File: src/rtl/bram_arbiter.sv
// -----------------------------------------------------------------------------
// bram_arbiter
// Shares one single-port BRAM between two requesters (A and B) and can
// zero-fill the memory on request.
//
// Handshake: a requester raises i_x_req with its command fields held stable.
// o_x_gnt is a combinational reply in the same cycle. The access happens in
// any cycle where req and gnt are both high. A granted read returns its data
// one cycle later, marked by o_x_rvalid.
//
// Ports
//   i_clk, i_rst               clock, asynchronous active-high reset
//   i_clear                    start pulse for the zero-fill sequence
//   o_clearing, o_clear_done   zero-fill in progress / one-cycle completion pulse
//   i_a_* / i_b_*              request, write select, address, write data
//   o_a_gnt / o_b_gnt          combinational grants
//   o_a_rvalid / o_b_rvalid    registered read-data-valid strobes
//   o_a_rdata / o_b_rdata      read data (the BRAM output, passed through)
//   o_mem_addr/write/data      BRAM command port (combinational)
//   i_mem_data                 BRAM registered read output
// -----------------------------------------------------------------------------
module bram_arbiter #(
   parameter int ADDR_WIDTH = 13,
   parameter int DATA_WIDTH = 32,
   parameter int DEPTH      = 8192
) (
   input  logic                  i_clk,
   input  logic                  i_rst,
   input  logic                  i_clear,
   output logic                  o_clearing,
   output logic                  o_clear_done,
   input  logic                  i_a_req,
   input  logic                  i_a_write,
   input  logic [ADDR_WIDTH-1:0] i_a_addr,
   input  logic [DATA_WIDTH-1:0] i_a_data,
   input  logic                  i_b_req,
   input  logic                  i_b_write,
   input  logic [ADDR_WIDTH-1:0] i_b_addr,
   input  logic [DATA_WIDTH-1:0] i_b_data,
   output logic                  o_a_gnt,
   output logic                  o_b_gnt,
   output logic                  o_a_rvalid,
   output logic                  o_b_rvalid,
   output logic [DATA_WIDTH-1:0] o_a_rdata,
   output logic [DATA_WIDTH-1:0] o_b_rdata,
   output logic [ADDR_WIDTH-1:0] o_mem_addr,
   output logic                  o_mem_write,
   output logic [DATA_WIDTH-1:0] o_mem_data,
   input  logic [DATA_WIDTH-1:0] i_mem_data
);

   typedef enum logic {S_SERVE = 1'b0, S_CLEAR = 1'b1} state_t;

   localparam logic [ADDR_WIDTH-1:0] LAST_ADDR = ADDR_WIDTH'(DEPTH - 1);

   state_t                  r_state;
   state_t                  w_next_state;
   logic [ADDR_WIDTH-1:0]   r_cnt;
   logic                    r_last_b;      // 1: B was granted most recently
   logic                    r_a_rvalid;
   logic                    r_b_rvalid;
   logic                    r_clear_done;
   logic                    w_serve;
   logic                    w_clear_last;

   // Grants are only possible in SERVE, with no clear request and no reset.
   assign w_serve      = (r_state == S_SERVE) && !i_clear && !i_rst;
   assign w_clear_last = (r_state == S_CLEAR) && (r_cnt == LAST_ADDR);

   // ---------------- FSM: state register ----------------
   always_ff @(posedge i_clk or posedge i_rst) begin
      if (i_rst) r_state <= S_SERVE;
      else       r_state <= w_next_state;
   end

   // ---------------- FSM: next state ----------------
   always_comb begin
      w_next_state = r_state;
      case (r_state)
         S_SERVE: if (i_clear)      w_next_state = S_CLEAR;
         S_CLEAR: if (w_clear_last) w_next_state = S_SERVE;
         default:                   w_next_state = S_SERVE;
      endcase
   end

   // ---------------- FSM: outputs ----------------
   // On contention the requester that was not granted last wins.
   always_comb begin
      o_a_gnt     = 1'b0;
      o_b_gnt     = 1'b0;
      o_mem_write = 1'b0;
      o_mem_addr  = '0;
      o_mem_data  = '0;
      o_clearing  = (r_state == S_CLEAR);
      if (w_serve) begin
         o_a_gnt = i_a_req && (!i_b_req ||  r_last_b);
         o_b_gnt = i_b_req && (!i_a_req || !r_last_b);
      end
      if (r_state == S_CLEAR && !i_rst) begin
         o_mem_write = 1'b1;
         o_mem_addr  = r_cnt;
      end else if (o_a_gnt) begin
         o_mem_write = i_a_write;
         o_mem_addr  = i_a_addr;
         o_mem_data  = i_a_data;
      end else if (o_b_gnt) begin
         o_mem_write = i_b_write;
         o_mem_addr  = i_b_addr;
         o_mem_data  = i_b_data;
      end
   end

   // ---------------- datapath registers ----------------
   always_ff @(posedge i_clk or posedge i_rst) begin
      if (i_rst) begin
         r_cnt        <= '0;
         r_last_b     <= 1'b1;   // A wins the first contention after reset
         r_a_rvalid   <= 1'b0;
         r_b_rvalid   <= 1'b0;
         r_clear_done <= 1'b0;
      end else begin
         // Counter rests at 0 outside CLEAR so every clear starts at address 0.
         if (r_state == S_CLEAR)
            r_cnt <= w_clear_last ? '0 : r_cnt + 1'b1;
         else
            r_cnt <= '0;
         if (o_a_gnt)      r_last_b <= 1'b0;
         else if (o_b_gnt) r_last_b <= 1'b1;
         r_a_rvalid   <= o_a_gnt && !i_a_write;
         r_b_rvalid   <= o_b_gnt && !i_b_write;
         r_clear_done <= w_clear_last;
      end
   end

   assign o_a_rvalid   = r_a_rvalid;
   assign o_b_rvalid   = r_b_rvalid;
   assign o_clear_done = r_clear_done;
   assign o_a_rdata    = i_mem_data;
   assign o_b_rdata    = i_mem_data;

endmodule

File: config.mk
export PLATFORM = sky130hd
export DESIGN_NAME = bram_arbiter
export DESIGN_NICKNAME = d
export VERILOG_FILES = /design/src/rtl/bram_arbiter.sv
export SDC_FILE = /design/constraint.sdc
export NUM_CORES = 1
export LEC_CHECK = 0
export BUFFER_PORTS_ARGS = -buffer_cell sky130_fd_sc_hd__buf_2
export CAP_MARGIN = 15
export CORE_AREA = 2 2 94 96
export CTS_CLUSTER_SIZE = 24
export DETAILED_ROUTE_END_ITERATION = 6
export DIE_AREA = 0 0 96 98
export SLEW_MARGIN = 20
export SYNTH_ARGS = -nofsm -noshare
export SYNTH_HDL_FRONTEND = slang
export SYNTH_SLANG_ARGS = --single-unit
export TNS_END_PERCENT = 50
File: constraint.sdc
create_clock -name i_clk -period 1.9 [get_ports i_clk]
set_input_delay 0.38 -clock i_clk [delete_from_list [all_inputs] [get_ports i_clk]]
set_output_delay 0.38 -clock i_clk [all_outputs]
set_load 0.02 [all_outputs]
==> implementation parameters <==
Parameter                              Value

Clocking
  Clock buffer count from CTS ... 3
  Worst-path clk slew ... 0.07 ns
  CTS tree ... done
  Number of H-tree levels ... 1
  Sinks on Clock Net ... 18
  Hold bufs inserted after CTS ... 0
  Root Buffer Master ... sky130_fd_sc_hd__clkbuf_8
  Number of buffers between clock root and the deepest sink ... 2
  Clock latency on the worst-skew pair ... 0.25 ns

Critical path
  Cell with the largest stage delay on the worst path ... sky130_fd_sc_hd__dfstp_2
  Setup Crit Path Kind ... reg -> out
  Critical path cell sequence ... nand2b_1 -> and3_4 -> buf_12 -> buf_4 -> a22o_1 -> buf_6
  Max stage delay on crit path ... 0.55 ns
  Signal arrival time at the worst endpoint ... 1.73 ns
  Sort of element at the start of the critical path ... register
  Maximum fanout count along the critical path ... 21
  Reg-to-reg setup timing slack ... 0.19 ns
  Kind of end point of the critical path ... primary output
  Required time at the endpoint of the critical path ... 1.52 ns

Drt
  Count of antenna-violating nets left after detailed routing ... 0
  First-pass iteration count of the detailed router ... 4
  Average wire per standard cell ... 15.6 um
  Final routed DRC violation total ... 0
  Initial DRC count ... 46
  Vias/cell ... 4.46
  Via Count ... 1989
  Aggregate routed wire length ... 6.94 mm

Floorplanning
  Die X-Extent ... 96 um
  Die Footprint ... 9410 um2
  Floorplan Core Area ... 8470 um2
  Count of pins on the block boundary ... 245
  Chip height ... 98 um
  Number of core rows ... 34
  Starting Density ... 0.221

Timing
  Setup TNS ... -8.31 ns
  Final number of hold-violating endpoints ... 0
  Worst-case setup margin in the final layout ... -0.211 ns
  RSZ-0062 raised after global routing ... yes
  Worst clock skew ... 0.00117 ns
  Worst slew margin relative to its limit ... 0.801
  Final clock period utilization by the worst path ... 1.11
  Fmax ... 474 MHz
  Slew of the pin with the lowest slew margin ... 0.295 ns
  Final setup vio count ... 47
  Clock period minus final worst setup slack ... 2.11 ns
  Pins Over Slew Limit ... 0

Final layout
  Share of final-layout standard cells stronger than drive strength 1 ... 0.656
  Nets ... 468
  Signed area change from the synthesized netlist to the final layout ... 64.4%

Synthesis
  Number of synthesis warnings ... 0
  Sequential share of the synthesized area ... 0.241
  Ys async rst share ... 1.00
  Number of synthesized flops with an enable pin ... 0
  Synth Area in XOR/XNOR ... 0.0515
  Post-synthesis mux area share ... 0
  Synth Area per Inst ... 8.03 um2
  Post-synthesis sequential element count ... 18
  Mapped Cells ... 233
  Share of Yosys cell area claimed by the top area cell type ... 0.257
  Adder-cell area share of the yosys netlist ... 0.00669
  Synthesized Nets ... 363
  Post-synthesis cell type with the largest combined area ... sky130_fd_sc_hd__buf_4
  Synthesized-area fraction occupied by ao, oa, aoi and oai cells ... 0.249
  Top_reg_cell synth ... sky130_fd_sc_hd__dfrtp_1
  Simple logic cell fraction of the synthesized area ... 0.145
  Post-synthesis cell area ... 1870 um2
  Yosys cell types ... 26
  Dominant cells by area after synthesis ... sky130_fd_sc_hd__buf_4 (26%), sky130_fd_sc_hd__dfrtp_1 (23%), sky130_fd_sc_hd__a22o_1 (15%)
  Dominant combinational cell family by area after synthesis ... buffers and inverters

Power
  Proportion of total power due to net switching ... 0.351
  Ratio of total power to cell area ... 449 nW/um2
  Total Power ... 0.00138 W
  Clock network power share ... 0.229
  Combinational cell fraction of total power ... 0.368
  Net switching power ... 0.000485 W
  Leakage component of the power ... 1.52 nW
  Maximum ir drop on the vdd rail ... 0.000266 V
  Internal power ... 0.000896 W
  Relative contribution of sequential cells to total power ... 0.403

Run status
  Run status ... complete, but fails checks
  Violated checks ... setup timing

Global routing
  Initial antenna violation count ... 1
  First-pass GRT wire length ... 10.2 mm
  Number of global-route vias before repair ... 2000
  Overall routing resource usage ... 0.140
  Gr ovfl total ... 0
  Maximum number of pins on one net before global-route repair ... 28

Placed design
  Port bufs ... 148
  Routability cong. ... 0.752
  Final HPWL DP ... 4.84 mm

Worst hold path
  Path category of the worst min-delay check ... in -> reg

Job
  Number of max-cap violations ... 0
## power groups by stage
stage	logic (W)	registers, W	clock network, W
6_report	0.000509	0.000556	0.000316
5_1_grt	0.000569	0.000572	0.000342
4_1_cts	0.000511	0.000558	0.000327
3_5_place_dp	0.000486	0.000565	0
3_3_place_gp	0.000481	0.000561	0
2_1_floorplan	0.000460	0.000555	0
## synthesized netlist by cell type (2+ instances only)
master and n:
sky130_fd_sc_hd__a21oi_1 13, sky130_fd_sc_hd__a22o_1 32, sky130_fd_sc_hd__a22oi_1 14, sky130_fd_sc_hd__and2_1 2, sky130_fd_sc_hd__and3_1 2, sky130_fd_sc_hd__buf_2 4
sky130_fd_sc_hd__buf_4 64, sky130_fd_sc_hd__clkbuf_1 10, sky130_fd_sc_hd__dfrtp_1 17, sky130_fd_sc_hd__inv_1 6, sky130_fd_sc_hd__nand2_1 7, sky130_fd_sc_hd__nand3_1 6
sky130_fd_sc_hd__nor2_1 30, sky130_fd_sc_hd__nor2b_1 2, sky130_fd_sc_hd__nor3_1 4, sky130_fd_sc_hd__xnor2_1 8, sky130_fd_sc_hd__xor2_1 3
## routing by layer
layer | track usage | share of wire | up-vias
met4 | 0.0538 | 0.022 | 0
met1 | 0.168 | 0.41 | 920
met5 | 0 | 0 | -
li1 | - | - | 954
met2 | 0.238 | 0.49 | 94
met3 | 0.0316 | 0.078 | 21
## logic make-up (layout without fill, tap and decap cells)
group                    count (synthesis)  count (layout)
AND/OR/NAND/NOR                         57              57
XOR/XNOR                                11              11
flip-flops                              18              18
buffers and inverters                   85             189
other                                    0               1
AO/OA/AOI/OAI                           61              61
adder cells (fa/ha/maj)                  1               1
## through the flow
step / area [um2] / cells / hold slack, ns / util / setup WS [ns]
detailed placement: 2540 / 432 / 0.480 / 0.300 / -0.103
CTS: 2980 / 442 / 0.276 / 0.351 / -0.212
global route: 3080 / 446 / 0.284 / 0.363 / -0.282
global placement: 2540 / 432 / 0.475 / 0.300 / -0.0867
floorplan: 2030 / 233 / 0.224 / - / -0.00862
finish: 3080 / 446 / 0.282 / 0.363 / -0.211
## worst max-delay path: cells and delay by family, from the launching register on
family	cells	cell delay, ns
DFF	1	0.55
buffers and inverters	3	0.43
and+or+nand+nor	2	0.33
AOI/OAI and AO/OA	1	0.16
## sequential cells by signal, summed over array words and instances, names as in the netlist
signal        count
r_cnt            13
o_a_rvalid        1
o_b_rvalid        1
o_clear_done      1
o_clearing        1
r_last_b          1
## worst paths after layout
kind                                 from             to  cells past startpoint
worst max-delay path             r_last_b  o_mem_data[8]                      6
worst min-delay path            i_a_write     o_a_rvalid                      2
worst max register to register   r_cnt[3]       r_cnt[9]                      5
worst min register to register   r_last_b       r_last_b                      2
max in group asynchronous           i_rst       r_last_b                      4
min in group asynchronous           i_rst     o_a_rvalid                      4
## placed cells by master, fill, tap and decap left out, types with 2 or more instances in the layout
cell / instances
sky130_fd_sc_hd__nand3_1: 6
sky130_fd_sc_hd__nor2b_1: 2
sky130_fd_sc_hd__inv_1: 5
sky130_fd_sc_hd__nand2_1: 7
sky130_fd_sc_hd__nor2_1: 30
sky130_fd_sc_hd__buf_4: 36
sky130_fd_sc_hd__clkbuf_16: 2
sky130_fd_sc_hd__and2_1: 2
sky130_fd_sc_hd__buf_16: 3
sky130_fd_sc_hd__xnor2_1: 8
sky130_fd_sc_hd__a22o_4: 10
sky130_fd_sc_hd__buf_12: 4
sky130_fd_sc_hd__a22oi_1: 8
sky130_fd_sc_hd__and3_4: 2
sky130_fd_sc_hd__clkbuf_8: 4
sky130_fd_sc_hd__xor2_1: 3
sky130_fd_sc_hd__buf_2: 103
sky130_fd_sc_hd__a22oi_2: 6
sky130_fd_sc_hd__dfrtp_1: 16
sky130_fd_sc_hd__a22o_1: 22
sky130_fd_sc_hd__a21oi_2: 13
sky130_fd_sc_hd__nor3_1: 3
sky130_fd_sc_hd__buf_6: 30
## area by class of cell
cell class / count / area (um2)
fillers: 877 / 5390
repair buffers: 179 / 1370
multi-input cells: 130 / 1030
flip-flops and latches: 18 / 453
well taps: 108 / 135
clock buffers: 4 / 55.1
inverters: 6 / 26.3
diodes: 1 / 2.50
## repair_timing
action	4_1_cts	5_1_grt
setup buffers	2	1
setup endpoints to repair	47	48
gates cloned	4	2
resized for setup	76	12
pin swaps	14	3
Power figures use the tool's default switching activity.
